## config.mk

```make
export PLATFORM = sky130hd
export DESIGN_NAME = decode_stage_flat
export DESIGN_NICKNAME = d
export VERILOG_FILES = /design/src/rtl/decode_stage_if.sv /design/src/rtl/decode_stage.sv /design/src/flat_wrapper.sv
export SDC_FILE = /design/constraint.sdc
export NUM_CORES = 1
export LEC_CHECK = 0
export ABC_AREA = 0
export CAP_MARGIN = 40
export CELL_PAD_IN_SITES_DETAIL_PLACEMENT = 0
export CELL_PAD_IN_SITES_GLOBAL_PLACEMENT = 1
export CORE_MARGIN = 2
export CORE_UTILIZATION = 35
export DETAILED_ROUTE_END_ITERATION = 8
export PLACE_DENSITY = 0.75
export SLEW_MARGIN = 30
export SYNTH_ARGS = -nofsm -noshare
export SYNTH_HDL_FRONTEND = slang
export SYNTH_SLANG_ARGS = --single-unit
```

## constraint.sdc

```tcl
create_clock -name clk -period 1.9 [get_ports clk]
set_input_delay 0.285 -clock clk [delete_from_list [all_inputs] [get_ports clk]]
set_output_delay 0.285 -clock clk [all_outputs]
set_load 0.02 [all_outputs]
```

## src/rtl/decode_stage_if.sv

```systemverilog
// Handshake bundle around decode_stage: fetch pushes {pc, insn}, execute pops decoded entries.
// slave is the decode_stage side; master is the fetch/execute side that drives it.
interface decode_stage_if #(
   parameter int AWIDTH = 32,
   parameter int DWIDTH = 32
);
   logic              flush_i;
   logic              in_valid_i;
   logic              in_ready_o;
   logic [AWIDTH-1:0] pc_i;
   logic [DWIDTH-1:0] insn_i;
   logic              out_valid_o;
   logic              out_ready_i;
   logic [AWIDTH-1:0] pc_o;
   logic [DWIDTH-1:0] insn_o;
   logic [6:0]        opcode_o;
   logic [4:0]        rd_o;
   logic [4:0]        rs1_o;
   logic [4:0]        rs2_o;
   logic [2:0]        funct3_o;
   logic [6:0]        funct7_o;
   logic [4:0]        shamt_o;
   logic [DWIDTH-1:0] imm_o;
   logic              illegal_o;

   modport master (
      output flush_i, in_valid_i, pc_i, insn_i, out_ready_i,
      input  in_ready_o, out_valid_o, pc_o, insn_o, opcode_o, rd_o, rs1_o, rs2_o,
             funct3_o, funct7_o, shamt_o, imm_o, illegal_o
   );

   modport slave (
      input  flush_i, in_valid_i, pc_i, insn_i, out_ready_i,
      output in_ready_o, out_valid_o, pc_o, insn_o, opcode_o, rd_o, rs1_o, rs2_o,
             funct3_o, funct7_o, shamt_o, imm_o, illegal_o
   );
endinterface

```

## src/rtl/decode_stage.sv

```systemverilog
// Registered RV32I decode stage: decodes insn on the way in, then holds results in a
// two-entry elastic buffer (output register + skid register) with flush.
module decode_stage #(
   parameter int DWIDTH      = 32,
   parameter int AWIDTH      = 32,
   parameter bit ZERO_UNUSED = 1'b1
) (
   input  logic          clk,
   input  logic          rst,
   decode_stage_if.slave bus
);

   if (DWIDTH != 32) begin : g_dwidth_check
      $error("decode_stage: DWIDTH must be 32");
   end

   localparam logic [6:0] OP_LOAD   = 7'b0000011;
   localparam logic [6:0] OP_IMM    = 7'b0010011;
   localparam logic [6:0] OP_JALR   = 7'b1100111;
   localparam logic [6:0] OP_SYSTEM = 7'b1110011;
   localparam logic [6:0] OP_STORE  = 7'b0100011;
   localparam logic [6:0] OP_BRANCH = 7'b1100011;
   localparam logic [6:0] OP_LUI    = 7'b0110111;
   localparam logic [6:0] OP_AUIPC  = 7'b0010111;
   localparam logic [6:0] OP_JAL    = 7'b1101111;
   localparam logic [6:0] OP_OP     = 7'b0110011;
   localparam logic [6:0] OP_FENCE  = 7'b0001111;

   typedef enum logic [1:0] {
      S_EMPTY,
      S_ONE,
      S_TWO
   } state_e;

   typedef enum logic [2:0] {
      FMT_R,
      FMT_I,
      FMT_S,
      FMT_B,
      FMT_U,
      FMT_J,
      FMT_F,
      FMT_X
   } fmt_e;

   typedef struct packed {
      logic [AWIDTH-1:0] pc;
      logic [DWIDTH-1:0] insn;
      logic [6:0]        opcode;
      logic [4:0]        rd;
      logic [4:0]        rs1;
      logic [4:0]        rs2;
      logic [2:0]        funct3;
      logic [6:0]        funct7;
      logic [4:0]        shamt;
      logic [DWIDTH-1:0] imm;
      logic              illegal;
   } entry_t;

   logic [DWIDTH-1:0] insn;
   fmt_e              fmt;
   entry_t            dec;
   logic              use_rd;
   logic              use_rs1;
   logic              use_rs2;

   state_e            state;
   state_e            state_nxt;
   logic              in_ready_q;
   logic              accept;
   logic              consume;
   logic              load_out;
   logic              load_skid;
   logic              out_from_skid;
   entry_t            out_q;
   entry_t            skid_q;

   assign insn = bus.insn_i;

   // Every listed opcode ends in 2'b11, so a bad insn[1:0] also lands on FMT_X.
   always_comb begin
      case (insn[6:0])
         OP_LOAD, OP_IMM, OP_JALR, OP_SYSTEM: fmt = FMT_I;
         OP_STORE:                            fmt = FMT_S;
         OP_BRANCH:                           fmt = FMT_B;
         OP_LUI, OP_AUIPC:                    fmt = FMT_U;
         OP_JAL:                              fmt = FMT_J;
         OP_OP:                               fmt = FMT_R;
         OP_FENCE:                            fmt = FMT_F;
         default:                             fmt = FMT_X;
      endcase
   end

   assign use_rd  = !(fmt inside {FMT_S, FMT_B, FMT_X});
   assign use_rs1 = !(fmt inside {FMT_U, FMT_J, FMT_X});
   assign use_rs2 = fmt inside {FMT_R, FMT_S, FMT_B};

   // NOTE: every signal written in an always_comb gets a default first, so no latch is inferred.
   always_comb begin
      dec         = '0;
      dec.pc      = bus.pc_i;
      dec.insn    = insn;
      dec.opcode  = insn[6:0];
      dec.funct3  = insn[14:12];
      dec.funct7  = insn[31:25];
      dec.shamt   = (insn[6:0] == OP_IMM) ? insn[24:20] : 5'd0;
      dec.illegal = (fmt == FMT_X);
      dec.rd      = (use_rd  || !ZERO_UNUSED) ? insn[11:7]  : 5'd0;
      dec.rs1     = (use_rs1 || !ZERO_UNUSED) ? insn[19:15] : 5'd0;
      dec.rs2     = (use_rs2 || !ZERO_UNUSED) ? insn[24:20] : 5'd0;
      case (fmt)
         FMT_I:   dec.imm = {{20{insn[31]}}, insn[31:20]};
         FMT_S:   dec.imm = {{20{insn[31]}}, insn[31:25], insn[11:7]};
         FMT_B:   dec.imm = {{19{insn[31]}}, insn[31], insn[7], insn[30:25], insn[11:8], 1'b0};
         FMT_U:   dec.imm = {insn[31:12], 12'b0};
         FMT_J:   dec.imm = {{11{insn[31]}}, insn[31], insn[19:12], insn[20], insn[30:21], 1'b0};
         default: dec.imm = '0;
      endcase
   end

   assign accept  = bus.in_valid_i & in_ready_q;
   assign consume = (state != S_EMPTY) & bus.out_ready_i;

   // Flush wins over everything, including an accept in the same cycle.
   always_comb begin
      state_nxt     = state;
      load_out      = 1'b0;
      load_skid     = 1'b0;
      out_from_skid = 1'b0;
      if (bus.flush_i) begin
         state_nxt = S_EMPTY;
      end else begin
         case (state)
            S_EMPTY: begin
               if (accept) begin
                  state_nxt = S_ONE;
                  load_out  = 1'b1;
               end
            end
            S_ONE: begin
               if (accept && consume) begin
                  load_out = 1'b1;
               end else if (accept) begin
                  state_nxt = S_TWO;
                  load_skid = 1'b1;
               end else if (consume) begin
                  state_nxt = S_EMPTY;
               end
            end
            S_TWO: begin
               if (consume) begin
                  state_nxt     = S_ONE;
                  out_from_skid = 1'b1;
               end
            end
            default: state_nxt = S_EMPTY;
         endcase
      end
   end

   // NOTE: sequential state is written with non-blocking assignments only.
   always_ff @(posedge clk or negedge rst) begin
      if (!rst) begin
         state      <= S_EMPTY;
         in_ready_q <= 1'b0;
      end else begin
         state      <= state_nxt;
         in_ready_q <= (state_nxt != S_TWO);
      end
   end

   // NOTE: payload registers are reset as well, so data outputs read 0 during reset.
   always_ff @(posedge clk or negedge rst) begin
      if (!rst) begin
         out_q  <= '0;
         skid_q <= '0;
      end else begin
         if (load_out) begin
            out_q <= dec;
         end else if (out_from_skid) begin
            out_q <= skid_q;
         end
         if (load_skid) begin
            skid_q <= dec;
         end
      end
   end

   assign bus.in_ready_o  = in_ready_q;
   assign bus.out_valid_o = (state != S_EMPTY);
   assign bus.pc_o        = out_q.pc;
   assign bus.insn_o      = out_q.insn;
   assign bus.opcode_o    = out_q.opcode;
   assign bus.rd_o        = out_q.rd;
   assign bus.rs1_o       = out_q.rs1;
   assign bus.rs2_o       = out_q.rs2;
   assign bus.funct3_o    = out_q.funct3;
   assign bus.funct7_o    = out_q.funct7;
   assign bus.shamt_o     = out_q.shamt;
   assign bus.imm_o       = out_q.imm;
   assign bus.illegal_o   = out_q.illegal;

endmodule

```

## src/flat_wrapper.sv

```systemverilog
// flat-port wrapper written by rule: the top's interface ports become plain ports
module decode_stage_flat 
#(
   parameter int DWIDTH      = 32,
   parameter int AWIDTH      = 32,
   parameter bit ZERO_UNUSED = 1'b1
)
  (clk, rst, bus_flush_i, bus_in_valid_i, bus_pc_i, bus_insn_i, bus_out_ready_i, bus_in_ready_o, bus_out_valid_o, bus_pc_o, bus_insn_o, bus_opcode_o, bus_rd_o, bus_rs1_o, bus_rs2_o, bus_funct3_o, bus_funct7_o, bus_shamt_o, bus_imm_o, bus_illegal_o);
  decode_stage_if #(.AWIDTH(AWIDTH), .DWIDTH(DWIDTH)) bus_i ();
  input  logic clk;
  input  logic rst;
  input wire logic [$bits(bus_i.flush_i)-1:0] bus_flush_i;
  input wire logic [$bits(bus_i.in_valid_i)-1:0] bus_in_valid_i;
  input wire logic [$bits(bus_i.pc_i)-1:0] bus_pc_i;
  input wire logic [$bits(bus_i.insn_i)-1:0] bus_insn_i;
  input wire logic [$bits(bus_i.out_ready_i)-1:0] bus_out_ready_i;
  output wire logic [$bits(bus_i.in_ready_o)-1:0] bus_in_ready_o;
  output wire logic [$bits(bus_i.out_valid_o)-1:0] bus_out_valid_o;
  output wire logic [$bits(bus_i.pc_o)-1:0] bus_pc_o;
  output wire logic [$bits(bus_i.insn_o)-1:0] bus_insn_o;
  output wire logic [$bits(bus_i.opcode_o)-1:0] bus_opcode_o;
  output wire logic [$bits(bus_i.rd_o)-1:0] bus_rd_o;
  output wire logic [$bits(bus_i.rs1_o)-1:0] bus_rs1_o;
  output wire logic [$bits(bus_i.rs2_o)-1:0] bus_rs2_o;
  output wire logic [$bits(bus_i.funct3_o)-1:0] bus_funct3_o;
  output wire logic [$bits(bus_i.funct7_o)-1:0] bus_funct7_o;
  output wire logic [$bits(bus_i.shamt_o)-1:0] bus_shamt_o;
  output wire logic [$bits(bus_i.imm_o)-1:0] bus_imm_o;
  output wire logic [$bits(bus_i.illegal_o)-1:0] bus_illegal_o;
  assign bus_i.flush_i = bus_flush_i;
  assign bus_i.in_valid_i = bus_in_valid_i;
  assign bus_i.pc_i = bus_pc_i;
  assign bus_i.insn_i = bus_insn_i;
  assign bus_i.out_ready_i = bus_out_ready_i;
  assign bus_in_ready_o = bus_i.in_ready_o;
  assign bus_out_valid_o = bus_i.out_valid_o;
  assign bus_pc_o = bus_i.pc_o;
  assign bus_insn_o = bus_i.insn_o;
  assign bus_opcode_o = bus_i.opcode_o;
  assign bus_rd_o = bus_i.rd_o;
  assign bus_rs1_o = bus_i.rs1_o;
  assign bus_rs2_o = bus_i.rs2_o;
  assign bus_funct3_o = bus_i.funct3_o;
  assign bus_funct7_o = bus_i.funct7_o;
  assign bus_shamt_o = bus_i.shamt_o;
  assign bus_imm_o = bus_i.imm_o;
  assign bus_illegal_o = bus_i.illegal_o;
  decode_stage #(.DWIDTH(DWIDTH), .AWIDTH(AWIDTH), .ZERO_UNUSED(ZERO_UNUSED)) u_core (.clk(clk), .rst(rst), .bus(bus_i));
endmodule
```

# Yosys cells after proc, flatten, opt, wreduce, memory -nomap -nowiden

Index checks and enable logic that the tools add are counted.

Bits in writable memories: 0
Word-level logic and storage cells: 81
Output and inout bits: 136
Input port bits: 69
Latch bits: 0
Bits in read-only memories: 0
Memories kept: 0
Bits in registers: 271

Bitwise gates (word level): 2
Shift-type cells: 0
Divide/modulo/power cells: 0
Reduce and logical (&&, ||, !) cells: 10
Equal/unequal tests: 20
$add $sub $neg: 0
Order comparisons: 0
Multiplexer cells: 25
Multipliers: 0

Operator list:

| operator             | number |
|---|---|
| $mux W134            | 2 |
| $pmux W32 S5         | 1 |
| $eq A7 B7 Y1 const B | 4 |
| $eq A7 B6 Y1 const B | 3 |
| $pmux W3 S7          | 1 |
| $mux W5              | 4 |
| $eq A7 B5 Y1 const B | 2 |
| $mux W2              | 6 |
| $eq A3 B3 Y1 const B | 3 |
| $mux W1              | 9 |
| $reduce_bool A3 Y1   | 3 |
| $eq A7 B2 Y1 const B | 1 |
| $eq A7 B4 Y1 const B | 1 |
| $eq A3 B2 Y1 const B | 2 |
| $pmux W2 S3          | 1 |
| $reduce_bool A2 Y1   | 2 |
| $reduce_or A4 Y1     | 1 |
| $eq A3 B1 Y1 const B | 1 |
| $logic_not A3 Y1     | 1 |
| $and A1 B1 Y1        | 2 |
| $eq A2 B1 Y1 const B | 1 |
| $eq A2 B2 Y1 const B | 1 |
| $logic_not A2 Y1     | 1 |
| $ne A2 B2 Y1 const B | 1 |
| 3 further kinds      | 3 |

# Depth between registers and ports, before layout

Gate-level depths: netlist of the first run.

Depth after elaboration: 8
Gate-level depth with buffers: 8
Mapped depth without buffers: 5

# Worst setup path before layout of the first run

No wires, ideal clock.

Kind: flip-flop to flip-flop
Start point: register u_core.state[0]
End point: register u_core.out_q (netlist bit u_core.bus.imm_o[27])
Cell stages (with the launch flop): 7
Required time: 1833 ps
Slack: 61 ps
Arrival time: 1772 ps
Buffers on the path: 2
Setup time: 67 ps
Period minus slack after synthesis: 1839 ps
Path through: dfrtp_1 nor2b_1 or4_1 buf_2 or3_4 buf_6 nand3_2

Word-level cells in the longest chain between the ends: 7
Elaborated cells on any way between the ends: 14
Classes of those cells: eq/ne (2); mux (7); bitwise (1); reduce/logical (4)

Ends and longest elaborated chain:

| item                                                   | RTL line            | RTL |
|---|---|---|
| from (decl)                                            | decode_stage.sv:67  | `state_e state;` |
| from (signal assigned)                                 | decode_stage.sv:167 | `state <= state_nxt;` |
| $reduce_bool A2 Y1                                     | decode_stage.sv:122 | `assign consume = (state != S_EMPTY) & bus.out_ready_i;` |
| $and A1 B1 Y1                                          | decode_stage.sv:122 |  |
| $logic_and A1 B1 Y1                                    | decode_stage.sv:141 | `if (accept && consume) begin` |
| $mux W1                                                | decode_stage.sv:141 |  |
| $pmux W1 S2                                            | decode_stage.sv:133 | `case (state)` |
| $mux W1                                                | decode_stage.sv:130 | `if (bus.flush_i) begin` |
| $mux W134 / $reduce_bool A2 Y1 (equally long branches) | --                  |  |
| to (signal assigned)                                   | decode_stage.sv:181 | `out_q <= skid_q;` |
| to (decl)                                              | decode_stage.sv:75  | `entry_t out_q;` |

Parallel ways exist; a longest one is shown, timed or not.
A chain may end at the register's enable or synchronous reset.

# Worst setup path after layout of the first run

Start point: register u_core.state[1]
End point: output port bus_out_valid_o

Word-level cells in the longest chain between the ends: 1

Ends and longest elaborated chain:

| item               | RTL line            | RTL |
|---|---|---|
| $reduce_bool A2 Y1 | decode_stage.sv:190 | `assign bus.out_valid_o = (state != S_EMPTY);` |
| to (decl)          | flat_wrapper.sv:18  | `output wire logic [$bits(bus_i.out_valid_o)-1:0] bus_out_valid_o;` |

Every way passes these cells.

==> results of run 1 <==
kinds of logic after synthesis:
family / after synthesis / synth area share [%]
DFF: 237 / 58.3
muxes: 1 / 0.0984
AOI/OAI and AO/OA: 218 / 16.3
and+or+nand+nor: 493 / 20.2
adders and majority gates: 1 / 0.0984
buffers and inverters: 105 / 4.86
xor gates and xnor gates: 2 / 0.172
worst max path at each step:
stage                     startpoint                    to  slack (ns)  cells after the start
2_1_floorplan        u_core.state[0]  u_core.bus.imm_o[27]        0.06                      6
3_3_place_gp           bus_insn_i[2]     u_core.skid_q[27]       -0.68                      6
3_5_place_dp           bus_insn_i[2]     u_core.skid_q[60]       -0.61                      8
4_1_cts                bus_insn_i[6]     u_core.skid_q[61]       0.002                      9
5_1_grt        u_core.bus.in_ready_o     u_core.skid_q[23]       -0.04                      9
6_report             u_core.state[1]       bus_out_valid_o        0.05                      3
power by group:
part	internal, W	switching, W
registers	0.00586	0.000489
clock network	0.00307	0.00201
logic	0.00136	0.00152
total	0.0103	0.00403
per-layer routing:
metal / vias up / global-route usage (%) / routed length [um] / share of wire (%)
met5: - / 0 / 0 / 0
met4: 0 / 4.48 / 502 / 1.7
met3: 37 / 3.22 / 1620 / 5.4
met2: 249 / 32.7 / 14500 / 48
met1: 4286 / 27.5 / 13500 / 45
li1: 4095 / - / - / -
registers in the layout, summed over array words and instances (netlist names):
register and cells:
u_core.state 2, u_core.bus.illegal_o 1, u_core.bus.shamt_o 5, u_core.bus.pc_o 32, u_core.bus.in_ready_o 1, u_core.bus.rd_o 5, u_core.bus.funct7_o 7, u_core.bus.rs2_o 5
u_core.skid_q 117, u_core.bus.opcode_o 6, u_core.bus.insn_o 17, u_core.bus.rs1_o 5, u_core.bus.funct3_o 2, u_core.bus.imm_o 32
metrics by stage:
step                      hold WS [ns]  setup TNS [ns]  cell area (um2)  setup WS, ns
after global placement           0.297          -54.37            13300        -0.681
after global routing             0.316          -0.451            14300       -0.0371
after detailed placement         0.297          -57.59            13300        -0.606
after CTS                        0.302               0            14200       0.00165
after floorplan                -0.0106               0            10200        0.0610
final                            0.319               0            14300        0.0496
Yosys cell counts (2+ instances only):
master and instances:
nor2_1 41, nor3_1 5, buf_4 19, a32o_1 5
nand2_1 395, a222oi_1 13, o21ai_0 18, and3_1 6
nor2b_1 3, a221o_1 12, nor3_2 2, inv_1 9
a22oi_1 74, buf_2 17, nand3_2 10, dfrtp_1 237
a31oi_1 17, a32oi_1 8, and4_1 2, o21bai_1 2
clkbuf_1 58, a21o_1 5, a21oi_1 26, a31o_2 5
xor2_1 2, and2_1 4, a22o_1 23, nand3_1 16
final cells by class:
class / instances / area share, %
Inverter: 9 / 0.237
Clock inverter: 7 / 0.596
Tap cell: 384 / 3.37
Multi-Input combinational cell: 715 / 26.9
Clock buffer: 37 / 5.42
Sequential cell: 237 / 41.6
Timing Repair Buffer: 311 / 21.9
worst max-delay path, delay by kind of cell (launching register included):
family                 cells  cell delay, ns
AND/OR/NAND/NOR            1            0.29
buffers and inverters      2            0.31
flip-flops                 1            0.44
timing repair:
item	CTS	global route
setup endpoints to repair	64	69
gates resized for setup	9	13
endpoints found under the hold margin	57	0
pin swaps	1	2
setup buffers	0	3
hold buffers	1	0
==> impl_metrics.yaml, run 1 <==
synth:
  synth_nets: 1126
  synth_cell_types: 51
  synth-seq-cells: 237
  synth-edff-count: 0
  ys_seq_area_share_pct: 58.3
  async_reset_ff_share_pct: 100
  mappedNetlistArea_um2: 10200
  syn_inst: 1057
  synthFlopType: "dfrtp_1"
  yosysWarningCount: 0
  synth_top_area_share_pct: 58.3
  yosys.area.top_type: "dfrtp_1"
  synthTopCellsByArea: "dfrtp_1, nand2_1, a22oi_1, clkbuf_1, a22o_1"
  syn_area_per_cell_um2: 9.62
worst_hold_path:
  hp-class: "in -> async"
floorplan:
  start_util_pct: 35.5
  die_x_um: 174
  die-area_um2: 30400
  num_rows: 62
  die_h_um: 174
  pin_count: 205
  core_area_um2: 28600
timing:
  slew_viol_final: 0
  clock.fmax_mhz: 540
  max_slew_margin_pct: 56.2
  final_hold_viol_count: 0
  period_share_pct: 97.4
  rsz0062_at_grt: "yes"
  setup_viol: 0
  worst_slew_pin_slew_ns: 0.653
  period_needed_ns: 1.85
  clock_skew_ns: 0.00586
drt:
  vias_per_cell: 5.10
  route.detailed.wl_per_inst_um: 17.7
  drtIter0Drc: 650
  drcViolationCount: 0
  wl_um: 30100
  vias: 8667
  ant_nets: 0
  first_pass_iters: 6
power_and_ir_drop:
  p_leak_nw: 6.94
  peakVddDrop_mv: 0.626
  power_density_nw_per_um2: 1000
  total_power_w: 0.0143
clock_network:
  clock_latency_ns: 0.52
  htree_levels: 1
  root_buffer: "clkbuf_16"
  cts.path.max_buffers: 3
  cts_tree: "built"
  cts_sinks: 237
  cts_inserted_buffers: 27
  clkTransAtPathRegs_ns: 0.06
cells_and_area:
  final_nets: 1370
  multi_input_area_um2: 3830
  n_fill_cell: 2610
  fin_cells: 1700
  drive_gt1_share_pct: 14.0
  diodes: 0
  utilization_pct: 49.8
  final_cell_mix: "nand2_1, dfrtp_1, clkdlybuf4s50_1"
  areaGrowthSynthToFinish_pct: 40.3
  seqCellArea_um2: 5930
  final_common_cell: "nand2_1"
grt:
  grt_pass1_wl_um: 48700
  overflow: 0
  grt_start_max_net_pins: 66
  grt_antenna_before_repair: 0
  grt_pass1_vias: 8818
  grt_usage_pct: 19.8
worst_setup_path:
  r2r-start: "u_core.bus.in_ready_o"
  crit_path_end_kind: "primary output"
  worstReg2RegEnd: "u_core.skid_q[23]"
  reg2reg_slack_ns: 0.06
  r2r_cells: 9
  slowest_stage: "dfrtp_2"
  slowest_delay_ns: 0.44
  crit_fanout: 6
  criticalPathCategory: "reg -> out"
  crit_chain: "buf_4 -> or2_2 -> buf_2"
  cp.required_ns: 1.62
  worstPathArrival_ns: 1.57
  cp-start-kind: "register"
placement:
  dp_cells: 1652
  gp_congestion: 0.836
  place_hpwl_um: 20500
  port_buffers: 204
status:
  status: "complete, no violations"
run:
  max_cap_viol_count: 0
Note: power is estimated with default switching activity, not from simulation.
==> run 2: changes to the inputs <==
CAP_MARGIN = not set   (was 40)
PLACE_DENSITY = 0.79   (was 0.75)
SKIP_CTS_REPAIR_TIMING = 1   (was not set)
==> impl_metrics.yaml, run 2 (synthesis gave the netlist of run 1 again) <==
status:
  status: "finished, violations left"
  violations: "negative setup slack"
cells_and_area:
  final_cell_mix: "nand2_1, dfrtp_1, clkdlybuf4s50_1"
  drive_gt1_share_pct: 15.0
  largest_reg_flops: 117
  diodes: 0
  largest-register: "u_core.skid_q"
  final_area_um2: 14500
  final_nets: 1362
  utilization_pct: 50.6
  final_common_cell: "nand2_1"
  areaGrowthSynthToFinish_pct: 42.5
  n_fill_cell: 2537
floorplan:
  pin_count: 205
  num_rows: 62
  die_h_um: 174
  core_area_um2: 28600
  die_x_um: 174
  start_util_pct: 35.5
  die-area_um2: 30400
timing:
  setup_viol: 20
  rsz0062_at_grt: "yes"
  setup_slack_ns: -0.0301
  max_slew_margin_pct: 58.9
  period_share_pct: 102
  clock_skew_ns: 0.00569
  clock.fmax_mhz: 518
  slew_viol_final: 0
  period_needed_ns: 1.93
  final_hold_viol_count: 0
  fin_hold_ws_ns: 0.282
  worst_slew_pin_slew_ns: 0.614
worst_setup_path:
  cp.required_ns: 2.35
  criticalPathCategory: "reg -> reg"
  crit_path_end_kind: "register"
  crit_fanout: 8
  crit_cells: 8
  worstPathArrival_ns: 2.38
  path_buf_inv: 3
  crit_family: "simple AND/OR/NAND/NOR gates"
  cp-start-kind: "register"
  crit_chain: "nor2b_4 -> buf_6 -> or4_4 -> buf_8 -> nor2_4 -> buf_12 -> nand2_2 -> o21ai_2"
  r2r_cells: 8
  slowest_delay_ns: 0.53
  slowest_stage: "or4_4"
power_and_ir_drop:
  p_int_w: 0.0105
  power_frac_clock_pct: 36.5
  seq_power_share_pct: 43.5
  total_power_w: 0.0146
  power.share.switching_pct: 28.2
  power.switching_w: 0.00411
  peakVddDrop_mv: 0.536
  comb_power_share_pct: 20.0
  p_leak_nw: 6.99
  power_density_nw_per_um2: 1010
clock_network:
  clock_latency_ns: 0.53
  cts_sinks: 237
  htree_levels: 1
  cts.path.max_buffers: 3
  clkTransAtPathRegs_ns: 0.06
  cts_tree: "built"
  root_buffer: "clkbuf_16"
  cts_inserted_buffers: 28
run:
  max_cap_viol_count: 0
drt:
  drtIter0Drc: 732
  vias: 8850
  drcViolationCount: 0
  vias_per_cell: 5.22
  first_pass_iters: 5
  wl_um: 31700
  ant_nets: 0
  route.detailed.wl_per_inst_um: 18.7
worst_hold_path:
  hp-class: "in -> async"
grt:
  grt_usage_pct: 19.4
  grt_pass1_wl_um: 47600
  grt_antenna_before_repair: 0
  grt_pass1_vias: 8517
  grt_start_max_net_pins: 78
  overflow: 0
placement:
  placed_area_um2: 13000
  port_buffers: 204
  place_hpwl_um: 19900
  gp_congestion: 0.802
==> run 2: cell type report <==
type                       instances  area [um2]  share of cell area [%]
sequential                       237        5930                    40.9
multi-input combinational        716        4000                    27.6
inverter                           9        33.8                   0.233
tap                              384         480                    3.32
clock buffer                      41         821                    5.66
timing repair buffer             301        3120                    21.5
clock inverter                     8        97.6                   0.674
==> run 2: path summary, 6_finish.rpt <==
path / startpoint / endpoint / slack, ns
setup / recovery: u_core.state[0] / u_core.bus.imm_o[5] / -0.03
hold / removal: rst / u_core.bus.shamt_o[2] / 0.28
setup reg to reg: u_core.state[0] / u_core.bus.imm_o[5] / -0.03
hold reg to reg: u_core.bus.pc_o[14] / u_core.bus.pc_o[14] / 0.47
max in group asynchronous: rst / u_core.skid_q[11] / 0.98
min in group clk: bus_pc_i[13] / u_core.skid_q[115] / 0.32
==> run 2: layer usage <==
metal | vias up | track usage (%) | share of wire [%]
met5 | - | 0 | 0
met1 | 4417 | 26.7 | 44
met4 | 0 | 4.41 | 1.7
met2 | 294 | 31.8 | 48
li1 | 4095 | - | -
met3 | 44 | 3.52 | 6.4
==> run 2: power by group through the flow <==
| stage | Sequential [W] | Clock [W] | Combinational [W] |
|---|---|---|---|
| after global placement | 0.00640 | 0 | 0.00276 |
| final | 0.00635 | 0.00532 | 0.00291 |
| after detailed placement | 0.00642 | 0 | 0.00282 |
| after CTS | 0.00635 | 0.00544 | 0.00283 |
| after floorplan | 0.00670 | 0 | 0.00109 |
| after global routing | 0.00645 | 0.00565 | 0.00317 |
==> run 2: metrics by stage <==
stage / worst slack, ns / std cells / setup TNS (ns)
after CTS: -0.358 / 1679 / -22.97
after global routing: -0.0764 / 1696 / -1.58
after global placement: -0.757 / 1628 / -110.62
after floorplan: 0.0610 / 1057 / 0
after detailed placement: -0.666 / 1630 / -87.85
final: -0.0301 / 1696 / -0.279
==> run 3: changes to the inputs <==
CORE_ASPECT_RATIO = 0.8   (was not set)
CORE_MARGIN = not set   (was 2)
==> impl_metrics.yaml, run 3 (synthesis gave the netlist of run 1 again) <==
clock_network:
  cts_sinks: 237
  clock_latency_ns: 0.52
  root_buffer: "clkbuf_16"
  cts.path.max_buffers: 3
  clkTransAtPathRegs_ns: 0.06
  htree_levels: 1
  cts_tree: "built"
  cts_inserted_buffers: 25
cells_and_area:
  final_cell_mix: "nand2_1, dfrtp_1, clkdlybuf4s50_1"
  final_area_um2: 14200
  largest_reg_flops: 117
  areaGrowthSynthToFinish_pct: 39.4
  largest-register: "u_core.skid_q"
  final_nets: 1362
  drive_gt1_share_pct: 13.1
  final_common_cell: "nand2_1"
  diodes: 0
worst_setup_path:
  worstReg2RegEnd: "u_core.bus.rd_o[4]"
  reg2reg_slack_ns: 0.06
  cp-start-kind: "register"
  slowest_stage: "clkdlybuf4s50_1"
  crit_chain: "clkdlybuf4s50_1"
  crit_family: "buffers and inverters"
  criticalPathCategory: "reg -> out"
  worstPathArrival_ns: 1.56
  cp.required_ns: 1.62
  r2r_cells: 9
  crit_fanout: 3
  crit_path_end_kind: "primary output"
  path_buf_inv: 1
  r2r-start: "u_core.state[0]"
  slowest_delay_ns: 0.63
floorplan:
  start_util_pct: 35.8
  core_area_um2: 28400
  pin_count: 205
  num_rows: 55
  die_x_um: 193
  die-area_um2: 29700
  die_h_um: 154
timing:
  worst_slew_pin_slew_ns: 0.686
  setup_viol: 0
  setup_slack_ns: 0.0582
  final_hold_viol_count: 0
  period_needed_ns: 1.84
  clock.fmax_mhz: 543
  period_share_pct: 96.9
  clock_skew_ns: 0.00739
  max_slew_margin_pct: 54.0
  fin_hold_ws_ns: 0.309
  slew_viol_final: 0
drt:
  drtIter0Drc: 697
  route.detailed.wl_per_inst_um: 18.5
  ant_nets: 0
  wl_um: 31000
  vias: 8739
  first_pass_iters: 9
  drcViolationCount: 26
  vias_per_cell: 5.20
grt:
  grt_start_max_net_pins: 62
  grt_pass1_wl_um: 49000
  grt_usage_pct: 21.0
  grt_pass1_vias: 8653
  grt_antenna_before_repair: 0
  overflow: 0
placement:
  pre_cts_ws_ns: -0.479
  port_buffers: 204
  placed_area_um2: 13200
  gp_congestion: 0.858
  place_hpwl_um: 20900
power_and_ir_drop:
  peakVddDrop_mv: 0.539
  power_density_nw_per_um2: 1000
  p_leak_nw: 6.85
status:
  status: "finished, violations left"
  violations: "design-rule violations"
run:
  max_cap_viol_count: 0
worst_hold_path:
  hp-class: "in -> async"
==> run 3: cell count changes in the layout (fill, tap and decap cells not counted), moves of 4 or more <==
cell,change
a31o_4,-5
buf_12,+12
buf_16,-4
a31o_2,+5
nand3_2,-4
buf_4,+6
clkbuf_16,-9
nand3_1,+6
o21ai_0,+6
==> run 3: worst max-delay path by stage <==
stage	cells past startpoint	endpoint	from
2_1_floorplan	6	u_core.bus.imm_o[27]	u_core.state[0]
3_3_place_gp	6	u_core.skid_q[30]	bus_insn_i[3]
3_5_place_dp	8	u_core.skid_q[60]	bus_insn_i[2]
4_1_cts	3	bus_out_valid_o	u_core.state[1]
5_1_grt	8	u_core.skid_q[59]	bus_insn_i[2]
6_report	1	bus_funct7_o[6]	u_core.bus.funct7_o[6]
==> run 3: per-stage QoR <==
| stage | utilization, % | std cells | power (W) | TNS, ns |
|---|---|---|---|---|
| floorplan | - | 1057 | 0.00778 | 0 |
| global placement | 46.6 | 1632 | 0.00922 | -57.27 |
| global route | 49.9 | 1679 | 0.0149 | -0.126 |
| CTS | 49.5 | 1675 | 0.0143 | -1.68 |
| detailed placement | 46.6 | 1632 | 0.00929 | -60.79 |
| finish | 49.9 | 1679 | 0.0142 | 0 |
==> run 3: worst register-to-register path, stage by stage (launching register included) <==
cell	delay [ns]
dfrtp_1	0.38
nor2b_4	0.15
buf_4	0.14
nor4_4	0.21
buf_6	0.17
nor2_4	0.06
buf_12	0.15
buf_12	0.14
a22o_1	0.17
a21o_1	0.15
==> run 3: where the power goes <==
group          switching, W  internal, W  leakage [nW]
Combinational       0.00152      0.00135          3.38
Clock               0.00199      0.00301         0.406
Sequential         0.000483      0.00586          3.07
==> run 3: layer usage <==
metal | wire [um] | GRT usage (%)
met1 | 14500 | 30.8
met2 | 13800 | 31.7
met3 | 2130 | 4.52
met4 | 568 | 4.54
met5 | 0 | 0
==> run 3: area by class of cell <==
class,count,area (um2)
Clock inverter,6,105
Multi-Input combinational cell,715,3820
Timing Repair Buffer,305,3110
Tap cell,370,463
Inverter,9,33.8
Clock buffer,37,721
Sequential cell,237,5930
Fill cell,2590,14200
